## src/rtl/twiddle_gen_loader.sv

```systemverilog
`timescale 1ns/1ps
`default_nettype none
// +--------------------------------------------------------------------------+
// | Module   : twiddle_gen_loader                                            |
// | Purpose  : Run-time generator of FFT twiddle factors W_N^k, k=0..N/2-1,  |
// |            using one iterative CORDIC (one micro-rotation per clock)     |
// |            and writing each {real, imag} entry into a twiddle RAM.       |
// | Options  : TWIDDLE_GEN_CONJ_EN - emit conjugate (IFFT) twiddles.         |
// | Revision : 1.0 - initial release                                         |
// +--------------------------------------------------------------------------+
module twiddle_gen_loader #(
    parameter int OFDM_WIDTH = 16,
    parameter int DATA_WIDTH = 12,
    parameter int ITER       = 14,
    parameter int ANGLE_W    = 16
) (
    input  logic                            clk,
    input  logic                            rst,
    input  logic                            start,
    output logic                            busy,
    output logic                            done,
    output logic                            wr_en,
    output logic [$clog2(OFDM_WIDTH)-2:0]   wr_addr,
    output logic [2*DATA_WIDTH-1:0]         wr_data
);

    localparam int c_AW  = $clog2(OFDM_WIDTH);
    localparam int c_KW  = c_AW - 1;
    // two fractional guard bits plus one bit of headroom above the amplitude
    localparam int c_XW  = DATA_WIDTH + 3;
    localparam int c_IW  = (ITER > 1) ? $clog2(ITER) : 1;
    localparam int c_AMP = (2 ** (DATA_WIDTH - 1)) - 1;

    localparam logic [2:0] S_IDLE   = 3'd0;
    localparam logic [2:0] S_INIT   = 3'd1;
    localparam logic [2:0] S_ROTATE = 3'd2;
    localparam logic [2:0] S_WRITE  = 3'd3;
    localparam logic [2:0] S_FINISH = 3'd4;

    // Gain-compensated start amplitude, in guard units (x4).
    function automatic int f_ka4();
        real g;
        real t;
        g = 1.0;
        t = 1.0;
        for (int i = 0; i < ITER; i++) begin
            g = g / $sqrt(1.0 + t * t);
            t = t / 2.0;
        end
        return $rtoi(g * 4.0 * $itor(c_AMP) + 0.5);
    endfunction

    // atan(2^-i) in angle units where 2^ANGLE_W is a full turn.
    function automatic int f_atan(input int i);
        real t;
        real scale;
        t = 1.0;
        for (int j = 0; j < i; j++) t = t / 2.0;
        scale = 1.0;
        for (int j = 0; j < ANGLE_W; j++) scale = scale * 2.0;
        return $rtoi($atan(t) * scale / 6.283185307179586 + 0.5);
    endfunction

    localparam int                       c_KA4     = f_ka4();
    localparam logic signed [c_XW-1:0]   c_KA4X    = c_XW'(c_KA4);
    localparam logic signed [c_XW-1:0]   c_A4X     = c_XW'(4 * c_AMP);
    localparam logic signed [c_XW-1:0]   c_HALF    = c_XW'(2);
    localparam logic signed [c_XW-1:0]   c_AMPX    = c_XW'(c_AMP);
    localparam logic signed [c_XW-1:0]   c_NEGX    = c_XW'(-c_AMP);
    localparam logic [DATA_WIDTH-1:0]    c_POS     = DATA_WIDTH'(c_AMP);
    localparam logic [DATA_WIDTH-1:0]    c_NEG     = DATA_WIDTH'(-c_AMP);
    localparam logic [ANGLE_W-1:0]       c_QUARTER = ANGLE_W'(1) << (ANGLE_W - 2);

    // Round half-up from guard units to output LSBs.
    function automatic logic signed [c_XW-1:0] f_round(input logic signed [c_XW-1:0] v);
        return (v + c_HALF) >>> 2;
    endfunction

    // Clamp a rounded component to the symmetric range +/-A.
    function automatic logic [DATA_WIDTH-1:0] f_sat(input logic signed [c_XW-1:0] v);
        if (v > c_AMPX)      return c_POS;
        else if (v < c_NEGX) return c_NEG;
        else                 return v[DATA_WIDTH-1:0];
    endfunction

    logic [ANGLE_W-1:0] w_atan [ITER];

    for (genvar gi = 0; gi < ITER; gi++) begin : g_atan
        localparam int c_ATAN = f_atan(gi);
        assign w_atan[gi] = ANGLE_W'(c_ATAN);
    end

    logic [2:0]                r_state, w_state_nxt;
    logic [c_KW-1:0]           r_k;
    logic [c_IW-1:0]           r_iter;
    logic signed [c_XW-1:0]    r_x, r_y;
    logic signed [ANGLE_W-1:0] r_z;
    logic                      r_hold;

    logic                      w_accept, w_last_k, w_last_iter, w_axis;
    logic [ANGLE_W-1:0]        w_k_ext, w_theta;
    logic signed [ANGLE_W-1:0] w_z0, w_z_rot, w_z_nxt;
    logic signed [c_XW-1:0]    w_mag, w_x0, w_y0;
    logic signed [c_XW-1:0]    w_xs, w_ys, w_x_rot, w_y_rot, w_x_nxt, w_y_nxt;
    logic signed [c_XW-1:0]    w_y_q, w_im_r;
    logic [DATA_WIDTH-1:0]     w_re_q, w_im_q;
    logic                      w_busy_nxt, w_done_nxt, w_wr_en_nxt;
    logic [c_KW-1:0]           w_wr_addr_nxt;
    logic [2*DATA_WIDTH-1:0]   w_wr_data_nxt;

    assign w_accept    = ((r_state == S_IDLE) || (r_state == S_FINISH)) && start;
    assign w_last_k    = &r_k;
    assign w_last_iter = (r_iter == c_IW'(ITER - 1));

    // Start vector: theta = -2*pi*k/N; upper half of the table is pre-rotated
    // by -pi/2 so the residual angle stays in (-pi/2, 0].
    assign w_k_ext = {{(ANGLE_W - c_KW){1'b0}}, r_k};
    assign w_theta = -(w_k_ext << (ANGLE_W - c_AW));
    assign w_z0    = r_k[c_KW-1] ? w_theta + c_QUARTER : w_theta;
    // On-axis entries skip the micro-rotations and load the exact amplitude.
    assign w_axis  = (w_z0 == '0);
    assign w_mag   = w_axis ? c_A4X : c_KA4X;
    assign w_x0    = r_k[c_KW-1] ? '0 : w_mag;
    assign w_y0    = r_k[c_KW-1] ? -w_mag : '0;

    // One CORDIC micro-rotation; z >= 0 rotates counter-clockwise.
    assign w_xs = r_x >>> r_iter;
    assign w_ys = r_y >>> r_iter;
    always_comb begin
        if (!r_z[ANGLE_W-1]) begin
            w_x_rot = r_x - w_ys;
            w_y_rot = r_y + w_xs;
            w_z_rot = r_z - w_atan[r_iter];
        end else begin
            w_x_rot = r_x + w_ys;
            w_y_rot = r_y - w_xs;
            w_z_rot = r_z + w_atan[r_iter];
        end
    end

    assign w_x_nxt = r_hold ? r_x : w_x_rot;
    assign w_y_nxt = r_hold ? r_y : w_y_rot;
    assign w_z_nxt = r_hold ? r_z : w_z_rot;

    // Output quantisation of the vector produced by the final micro-rotation.
    assign w_re_q = f_sat(f_round(w_x_nxt));
    assign w_y_q  = f_round(w_y_nxt);
`ifdef TWIDDLE_GEN_CONJ_EN
    assign w_im_r = -w_y_q;
`else
    assign w_im_r = w_y_q;
`endif
    assign w_im_q = f_sat(w_im_r);

    // State register together with the registered outputs.
    always_ff @(posedge clk or posedge rst) begin
        if (rst) begin
            r_state <= S_IDLE;
            busy    <= 1'b0;
            done    <= 1'b0;
            wr_en   <= 1'b0;
            wr_addr <= '0;
            wr_data <= '0;
        end else begin
            r_state <= w_state_nxt;
            busy    <= w_busy_nxt;
            done    <= w_done_nxt;
            wr_en   <= w_wr_en_nxt;
            wr_addr <= w_wr_addr_nxt;
            wr_data <= w_wr_data_nxt;
        end
    end

    // Next-state sequencing: INIT, ITER rotations, WRITE per table entry.
    always_comb begin
        w_state_nxt = r_state;
        case (r_state)
            S_IDLE:   if (start) w_state_nxt = S_INIT;
            S_INIT:   w_state_nxt = S_ROTATE;
            S_ROTATE: if (w_last_iter) w_state_nxt = S_WRITE;
            S_WRITE:  w_state_nxt = w_last_k ? S_FINISH : S_INIT;
            S_FINISH: if (start) w_state_nxt = S_INIT;
            default:  w_state_nxt = S_IDLE;
        endcase
    end

    // Output decode from the upcoming state; write data holds between strobes.
    always_comb begin
        w_busy_nxt    = (w_state_nxt == S_INIT) || (w_state_nxt == S_ROTATE) ||
                        (w_state_nxt == S_WRITE);
        w_done_nxt    = (w_state_nxt == S_FINISH);
        w_wr_en_nxt   = (w_state_nxt == S_WRITE);
        w_wr_addr_nxt = wr_addr;
        w_wr_data_nxt = wr_data;
        if (w_state_nxt == S_WRITE) begin
            w_wr_addr_nxt = r_k;
            w_wr_data_nxt = {w_re_q, w_im_q};
        end
    end

    // CORDIC datapath, entry index and iteration counter.
    always_ff @(posedge clk or posedge rst) begin
        if (rst) begin
            r_k    <= '0;
            r_iter <= '0;
            r_x    <= '0;
            r_y    <= '0;
            r_z    <= '0;
            r_hold <= 1'b0;
        end else begin
            case (r_state)
                S_IDLE, S_FINISH: begin
                    if (w_accept) r_k <= '0;
                end
                S_INIT: begin
                    r_x    <= w_x0;
                    r_y    <= w_y0;
                    r_z    <= w_z0;
                    r_hold <= w_axis;
                    r_iter <= '0;
                end
                S_ROTATE: begin
                    r_x    <= w_x_nxt;
                    r_y    <= w_y_nxt;
                    r_z    <= w_z_nxt;
                    r_iter <= r_iter + c_IW'(1);
                end
                S_WRITE: begin
                    if (!w_last_k) r_k <= r_k + c_KW'(1);
                end
                default: ;
            endcase
        end
    end

endmodule
`default_nettype wire

```

## config.mk

```make
export PLATFORM = sky130hd
export DESIGN_NAME = twiddle_gen_loader
export DESIGN_NICKNAME = d
export VERILOG_FILES = /design/src/rtl/twiddle_gen_loader.sv
export SDC_FILE = /design/constraint.sdc
export NUM_CORES = 1
export LEC_CHECK = 0
export CORE_ASPECT_RATIO = 0.9
export CORE_UTILIZATION = 40
export DETAILED_ROUTE_END_ITERATION = 7
export SYNTH_ARGS = -nofsm -noshare
export SYNTH_HDL_FRONTEND = slang
export SYNTH_SLANG_ARGS = --single-unit
```

## constraint.sdc

```tcl
create_clock -name clk -period 7.7 [get_ports clk]
set_input_delay 1.925 -clock clk [delete_from_list [all_inputs] [get_ports clk]]
set_output_delay 1.925 -clock clk [all_outputs]
set_load 0.005 [all_outputs]
```

==> flow_summary.toml, run 1 <==
[run_status]
status = "complete, no violations"

[clocking]
clkTransAtPathRegs_ps = 60
cts_setup_buffers = 0
cts.sinks = 87
cts_tree = "yes"
cts_resized = 0
cts_hold_buf = 0
clockBufferDepth = 2
cts_made_buffers = 9
clock_latency_ps = 350
h-tree-depth = 3
cts_root_buffer = "clkbuf_16"

[drt]
wl_per_cell_um = 19.2
ant_nets = 0
num_vias = 8820
drc_errors = 0
initialDrtViolationCount = 760
avgViaCountPerCell = 6.05
drt_wl_total_mm = 28.0
drt-pass1-iter-count = 5

[timing]
fin_crit_sh = 0.867
min_period_ps = 6680
drv_slew = 0
clock_skew_ps = 10.0
setup_slack_ps = 1020
final_hold_viol_count = 0
setup_tns_ps = 0
fmax_ghz = 0.150
hold_ws_ps = 484
finalSetupViolations = 0
tightest_slew_ps = 988
rsz0062_at_grt = "false"
relSlewSlack = 0.341

[finish]
final_nets = 1218
area_growth_pct = 9.26
antenna_cells = 0
drive_above_1_share = 0.0977

[synthesis]
ys_async_sr_fraction = 1.00
syn-instance-count = 1150
synth_edf_count = 0
synth.net_count = 1216
netlist_area_um2 = 9520
synth_seq_area_share = 0.229
synth_cell_types = 95
yosys_register_bits = 87
synth_flop_cell = "dfrtp_1"
yosysWarnings = 0
synth_area_per_cell_um2 = 8.28

[die]
die-area_um2 = 24400
core_area_um2 = 23300
core.rowCount = 53
start_util = 0.408
dieHeight_um = 148
die_w_um = 165
pin_count = 33

[worst_setup_path]
regToRegStartpoint = "r_iter[1]"
r2r_setup_slack_ps = 1020
worstPathCellList = "buf_4 > mux4_2 > inv_1 > a21oi_1 > o21ai_0 > ha_1 > o221a_2 > a21oi_1 > xnor2_1 > ha_1 > nor3_1 > a31o_2 > mux2_2 > nor4b_1 > nand2_1 > and3_1 > o2111a_1 > a31o_2 > a21oi_2 > a32o_1"
critPathLaunchType = "flip-flop"
worstSetupStartpoint = "r_iter[1]"
cp_max_fo = 21
reg2reg_to = "wr_data[3]"
worstSetupEndpointType = "flip-flop"
endpoint = "wr_data[3]"
reg2reg_depth = 20
crit_type = "flip-flop to flip-flop"
cp_data_arrival_time_ps = 6960
slowest_stage = "dfrtp_1"
required_ps = 7980
max_stage_delay_ps = 830

[place]
io_buffers = 32
hpwl_mm = 20.7
routabilityCongestion = 0.885
pre_cts_slack_ps = 1050

[grt]
grt_pass1_wl_mm = 44.9
grt_pass1_vias = 8095
antenna_found_initial = 0
grt_use_total = 0.235
grt_max_degree = 74
gr-total-overflow = 0

[hold_path]
hold_class = "flip-flop to flip-flop"

[job]
drv_cap = 0
[state kept, by name, indices dropped and copies added (netlist names)]
signal,count
r_iter,4
busy,1
wr_addr,3
r_y,15
r_x,15
r_z,16
done,1
r_hold,1
r_k,3
r_state,3
wr_en,1
wr_data,24
[kinds of logic (layout without fill, tap and decap cells)]
logic type               count (synthesis)  after routing  synth area share
adder cells (fa/ha/maj)                 63             63            0.0852
XOR/XNOR                                74             74            0.0724
AO/OA/AOI/OAI                          359            359             0.261
AND/OR/NAND/NOR                        394            394             0.211
flip-flops                              87             87             0.229
buffers and inverters                  112            119            0.0501
multiplexers                            61             61            0.0915
[critical path: cells and delay by family (launching register included)]
| family | cells | cell delay [ps] |
|---|---|---|
| AOI/OAI and AO/OA | 9 | 2290 |
| and+or+nand+nor | 4 | 1710 |
| adders and majority gates | 2 | 500 |
| DFF | 1 | 830 |
| buffers and inverters | 2 | 450 |
| muxes | 2 | 700 |
| xor gates and xnor gates | 1 | 140 |
[worst min-delay path by stage]
stage               cells past startpoint        start  slack [ps]           to
global placement                        2   wr_addr[2]         470   wr_addr[2]
CTS                                     2  wr_data[22]         490  wr_data[22]
global route                            2  wr_data[22]         520  wr_data[22]
floorplan                               2       r_z[2]         450       r_z[2]
finish                                  2  wr_data[22]         480  wr_data[22]
detailed placement                      2  wr_data[22]         470  wr_data[22]
[cell type report]
| cell class | instances | area [um2] |
|---|---|---|
| multi-input combinational | 951 | 6870 |
| fill | 2345 | 12900 |
| clock inverter | 6 | 51.3 |
| inverter | 47 | 179 |
| clock buffer | 10 | 229 |
| timing repair buffer | 56 | 513 |
| tap | 302 | 378 |
| sequential | 87 | 2180 |
[layout by cell type (no fill, tap or decap), drive strengths merged, types with 12 or more instances in the layout]
master / count
nor2b: 18
dfrtp: 87
xnor2: 41
xor2: 32
inv: 49
and3: 15
clkdlybuf4s50: 32
a21oi: 74
ha: 60
mux2: 22
nand2b: 25
nor3b: 12
and2: 18
nor3: 16
o21ai: 80
a22o: 13
o211ai: 15
a211oi: 16
mux2i: 21
a31oi: 13
o31ai: 18
nand2: 99
nor2: 93
nand3: 42
buf: 24
mux4: 18
a21o: 12
[synth_stat cells, types with 13 or more instances]
cell type  number  share of area
nand2_1        99          0.039
nor2_1         91          0.036
dfrtp_1        87           0.23
o21ai_0        78          0.041
a21oi_1        73          0.038
ha_1           60          0.079
inv_1          45          0.018
nand3_1        42          0.022
clkbuf_1       41          0.016
xnor2_1        40          0.037
xor2_1         31          0.029
nand2b_1       25          0.016
mux2i_1        20          0.021
and2_1         18          0.012
mux4_2         18          0.043
o31ai_1        18          0.014
mux2_2         17          0.020
nor2b_1        17          0.011
a211oi_1       16          0.013
nor3_1         16         0.0084
and3_1         15         0.0099
o211ai_1       15          0.012
a22o_1         13          0.012
a31oi_1        13         0.0085
[through the flow]
stage / instances / utilization / area, um2
after floorplan: 1150 / - / 9520
after global placement: 1443 / 0.433 / 10100
after detailed placement: 1443 / 0.433 / 10100
after CTS: 1459 / 0.445 / 10400
after global routing: 1459 / 0.445 / 10400
final: 1459 / 0.445 / 10400
[metal layers]
metal,vias up,global-route usage,share of wire
met4,0,0.0697,0.022
met1,4209,0.356,0.49
met3,29,0.0388,0.063
li1,4310,-,-
met5,-,0,0
met2,272,0.339,0.42
Power of run 1 is left out: the tool's default activity adds up to more than one toggle a clock period on the data nets, which glitch-free logic cannot reach.
==> inputs of run 2 (changes only) <==
--- a/config.mk
+++ b/config.mk
@@ -5,9 +5,14 @@
 export SDC_FILE = /design/constraint.sdc
 export NUM_CORES = 1
 export LEC_CHECK = 0
+export CELL_PAD_IN_SITES_DETAIL_PLACEMENT = 0
+export CELL_PAD_IN_SITES_GLOBAL_PLACEMENT = 2
 export CORE_ASPECT_RATIO = 0.9
 export CORE_UTILIZATION = 40
+export CTS_CLUSTER_SIZE = 30
 export DETAILED_ROUTE_END_ITERATION = 7
+export DONT_BUFFER_PORTS = 1
+export PLACE_DENSITY_LB_ADDON = 0.1
 export SYNTH_ARGS = -nofsm -noshare
 export SYNTH_HDL_FRONTEND = slang
 export SYNTH_SLANG_ARGS = --single-unit
==> run 2 against run 1 <==
Net effect:
- fmax down 1.2%
- core utilization down 1.2 points
- worst hold slack better by 9.8 ps
- largest cell class unchanged
- highest routed layer unchanged
==> flow_summary.toml, run 2 (synthesis gave the netlist of run 1 again) <==
[run_status]
status = "complete, no violations"

[drt]
drc_errors = 0
ant_nets = 0
drt_wl_total_mm = 29.7
avgViaCountPerCell = 6.08
wl_per_cell_um = 20.7
num_vias = 8699
initialDrtViolationCount = 676
drt-pass1-iter-count = 6

[timing]
fmax_ghz = 0.148
min_period_ps = 6760
rsz0062_at_grt = "false"
setup_tns_ps = 0
final_hold_viol_count = 0
fin_crit_sh = 0.878
clock_skew_ps = 13.5
drv_slew = 0
finalSetupViolations = 0
tightest_slew_ps = 1010
relSlewSlack = 0.325

[clocking]
clockBufferDepth = 2
clkTransAtPathRegs_ps = 70
cts_setup_buffers = 0
cts_resized = 0
clock_latency_ps = 360
h-tree-depth = 3
cts_tree = "yes"
cts_hold_buf = 0
cts.sinks = 87
cts_root_buffer = "clkbuf_16"
cts_made_buffers = 9

[finish]
regMostFlops = "wr_data"
final_common_cell = "nand2_1"
area_growth_pct = 6.31
final_nets = 1189
ff_latch_area_um2 = 2180
antenna_cells = 0
drive_above_1_share = 0.105
multi_input_area_um2 = 6870
final_cell_mix = "99 x nand2_1, 91 x nor2_1, 85 x dfrtp_1, 78 x o21ai_0, 73 x a21oi_1"
fillers = 2379
largest_reg_flops = 24
reg_top3 = "wr_data (24), r_z (16)"

[grt]
grt_use_total = 0.248
grt_pass1_vias = 7853
gr-total-overflow = 0
grt_pass1_wl_mm = 46.5
antenna_found_initial = 0
grt_max_degree = 68

[job]
drv_cap = 0

[place]
routabilityCongestion = 0.871
io_buffers = 0
hpwl_mm = 22.1

[worst_setup_path]
r2r_setup_slack_ps = 940
cp_data_arrival_time_ps = 7000
worstSetupEndpointType = "flip-flop"
cp_max_fo = 47
crit_type = "flip-flop to flip-flop"
required_ps = 7940
critPathLaunchType = "flip-flop"

[die]
die-area_um2 = 24400
start_util = 0.408
core_area_um2 = 23300
pin_count = 33
die_w_um = 165
core.rowCount = 53
dieHeight_um = 148

[hold_path]
hold_class = "flip-flop to flip-flop"
-- run 2: cell types whose count changed in the layout (fill, tap and decap cells not counted), sizes merged --
| cell | delta |
|---|---|
| clkdlybuf4s50 | -32 |
| inv | -2 |
| buf | +3 |
| clkinvlp | +1 |
| clkbuf | -1 |
| clkinv | +2 |
-- run 2: layout make-up --
type	count	area share
clock buffer	9	0.0223
clock inverter	7	0.00791
inverter	47	0.0177
multi-input combinational	951	0.679
sequential	87	0.215
tap	302	0.0373
timing repair buffer	27	0.0200
-- run 2: per-layer routing --
layer / GRT usage / part of all wire / vias to the layer above
met5: 0 / 0 / -
met2: 0.341 / 0.41 / 237
met3: 0.0365 / 0.051 / 27
met4: 0.0564 / 0.015 / 0
met1: 0.397 / 0.53 / 4180
li1: - / - / 4255
-- run 2: metrics by stage --
step | std cells | utilization | worst slack [ps] | area [um2] | hold WS [ps]
final | 1430 | 0.433 | 940 | 10100 | 494
after global routing | 1430 | 0.433 | 332 | 10100 | 518
after CTS | 1430 | 0.433 | 940 | 10100 | 498
after detailed placement | 1414 | 0.420 | 926 | 9810 | 479
after global placement | 1414 | 0.420 | 920 | 9810 | 466
after floorplan | 1150 | - | 1580 | 9520 | 450
-- run 2: critical path, stage by stage (launching register included) --
cell       delay [ps]
dfrtp_2          1040
mux2_1            400
o21a_1            260
mux4_2            520
inv_1              70
ha_1              180
o211ai_1           90
and4bb_2          360
nor2_1             60
xnor2_1           150
ha_1              320
o21a_1            130
o21ai_1           340
a2111oi_0         180
or4b_2            650
a41oi_1           500
nand4_1           140
nor2b_1           200
xnor3_2           430
nor2b_2           200
nor2_2             70
a221o_1           330
-- run 2: final timing paths --
check | from | to | cells after the start
min in group asynchronous | rst | wr_addr[2] | 1
max | r_iter[0] | wr_data[13] | 21
max in group asynchronous | rst | r_iter[0] | 2
min reg2reg | r_z[9] | r_z[9] | 2
min | r_z[9] | r_z[9] | 2
max reg2reg | r_iter[0] | wr_data[13] | 21
Power of run 2 is left out for the same reason.
==> inputs of run 3 (changes only) <==
--- a/config.mk
+++ b/config.mk
@@ -13,6 +13,7 @@
 export DETAILED_ROUTE_END_ITERATION = 7
 export DONT_BUFFER_PORTS = 1
 export PLACE_DENSITY_LB_ADDON = 0.1
+export REMOVE_ABC_BUFFERS = 1
 export SYNTH_ARGS = -nofsm -noshare
 export SYNTH_HDL_FRONTEND = slang
 export SYNTH_SLANG_ARGS = --single-unit
==> run 3 against run 2 <==
Net effect:
- via count up 0.44%
- worst hold slack better by 7.6 ps
- non-clock buffer count fell by 5
- core utilization is 0.18 points lower
- register-to-register slack better by 30 ps
- clock skew down 5.4 ps
- first-iteration DRC count shrank 1.8%
- final cell count is 0.42% lower
- clock-buffer cell count stayed put
==> flow_summary.toml, run 3 (synthesis gave the netlist of run 1 again) <==
[finish]
regMostFlops = "wr_data"
area_growth_pct = 5.88
final_common_cell = "nand2_1"
final_core_util = 0.432
final_cell_mix = "99 x nand2_1, 90 x nor2_1, 85 x dfrtp_1, 78 x o21ai_0, 73 x a21oi_1"
reg_top3 = "wr_data (24), r_z (16)"
drive_above_1_share = 0.102
fillers = 2392
multi_input_area_um2 = 6880
largest_reg_flops = 24
ff_latch_area_um2 = 2180
final_cells = 1424
final_nets = 1184
antenna_cells = 0

[die]
start_util = 0.408
core.rowCount = 53
die_w_um = 165
pin_count = 33
die-area_um2 = 24400
dieHeight_um = 148
core_area_um2 = 23300

[grt]
grt_pass1_wl_mm = 48.1
grt_max_degree = 68
grt_use_total = 0.257
antenna_found_initial = 0
gr-total-overflow = 0
grt_pass1_vias = 8195

[worst_setup_path]
reg2reg_to = "wr_data[13]"
crit_type = "flip-flop to flip-flop"
critical-path-top-delay-family = "compound AO/OA/AOI/OAI gates"
max_stage_delay_ps = 950
regToRegStartpoint = "r_iter[0]"
required_ps = 7940
cp_data_arrival_time_ps = 6970
worstSetupEndpointType = "flip-flop"
crit_buf_inv = 1
cp_max_fo = 42
critPathLaunchType = "flip-flop"
r2r_setup_slack_ps = 970
worstPathCellList = "mux2_1 > o21a_1 > mux4_2 > inv_1 > ha_1 > o211ai_1 > and4bb_2 > nor2_1 > xnor2_1 > ha_1 > o21a_1 > o21ai_1 > a2111oi_0 > or4b_2 > a41oi_1 > nand4_1 > nor2b_1 > xnor3_2 > nor2b_2 > nor2_2 > a221o_1"
slowest_stage = "dfrtp_2"
reg2reg_depth = 21

[drt]
drt_wl_total_mm = 30.0
num_vias = 8737
drc_errors = 0
initialDrtViolationCount = 664
ant_nets = 0
avgViaCountPerCell = 6.14
wl_per_cell_um = 21.0
drt-pass1-iter-count = 7

[clocking]
cts_setup_buffers = 0
cts_tree = "yes"
clock_latency_ps = 360
clkTransAtPathRegs_ps = 80
clockBufferDepth = 2
cts_resized = 0
h-tree-depth = 3
cts_made_buffers = 9
cts_root_buffer = "clkbuf_16"
cts.sinks = 87
cts_hold_buf = 0

[hold_path]
hold_path.startpoint = "r_z[9]"
hold_depth = 2
hold_path_end = "r_z[9]"
hold_class = "flip-flop to flip-flop"

[place]
routabilityCongestion = 0.867
dp_cells = 1409
io_buffers = 0
hpwl_mm = 21.8

[timing]
final_hold_viol_count = 0
finalSetupViolations = 0
relSlewSlack = 0.320
clock_skew_ps = 8.12
min_period_ps = 6730
fmax_ghz = 0.149
setup_tns_ps = 0
drv_slew = 0
hold_ws_ps = 501
fin_crit_sh = 0.874
tightest_slew_ps = 1020
rsz0062_at_grt = "false"

[run_status]
status = "complete, no violations"

[job]
drv_cap = 0
## run 3: cell types whose count changed in the layout (fill, tap and decap cells not counted), sizes merged
cell / before / now
inv: 47 / 48
clkinvlp: 1 / 0
clkinv: 6 / 4
buf: 27 / 22
bufinv: 0 / 1
## run 3: layer usage
layer,wire length (um),global-route usage,share of wire
met1,15100,0.396,0.51
met2,13100,0.378,0.44
met3,1620,0.0427,0.054
met4,125,0.0326,0.0042
met5,0,0,0
## run 3: worst max path at each step
stage / startpoint / end / slack (ps) / cells after the start
final: r_iter[0] / wr_data[13] / 970 / 21
after global routing: r_iter[0] / wr_data[12] / 350 / 21
after CTS: r_iter[0] / wr_data[13] / 960 / 21
after detailed placement: r_iter[0] / wr_data[13] / 1020 / 21
after global placement: r_iter[1] / wr_data[13] / 1080 / 22
after floorplan: r_iter[0] / wr_data[13] / 1210 / 20
## run 3: cell type report
type	instances	area share
Clock buffer	9	0.0224
Clock inverter	6	0.00683
Inverter	47	0.0178
Multi-Input combinational cell	951	0.683
Sequential cell	87	0.216
Tap cell	302	0.0375
Timing Repair Buffer	22	0.0164
## run 3: worst reg2reg max path: cells and delay by family (launching register included)
family / cells / cell delay (ps)
adder cells (fa/ha/maj): 2 / 510
XOR/XNOR: 2 / 570
flip-flops: 1 / 950
AO/OA/AOI/OAI: 7 / 1830
buffers and inverters: 1 / 70
multiplexers: 2 / 940
AND/OR/NAND/NOR: 7 / 1730
## run 3: metrics by stage
step,area [um2],setup WS [ps]
2_1_floorplan,9220,1210
3_3_place_gp,9780,1080
3_5_place_dp,9780,1020
4_1_cts,10100,957
5_1_grt,10100,351
6_report,10100,969
Power of run 3 is left out for the same reason.
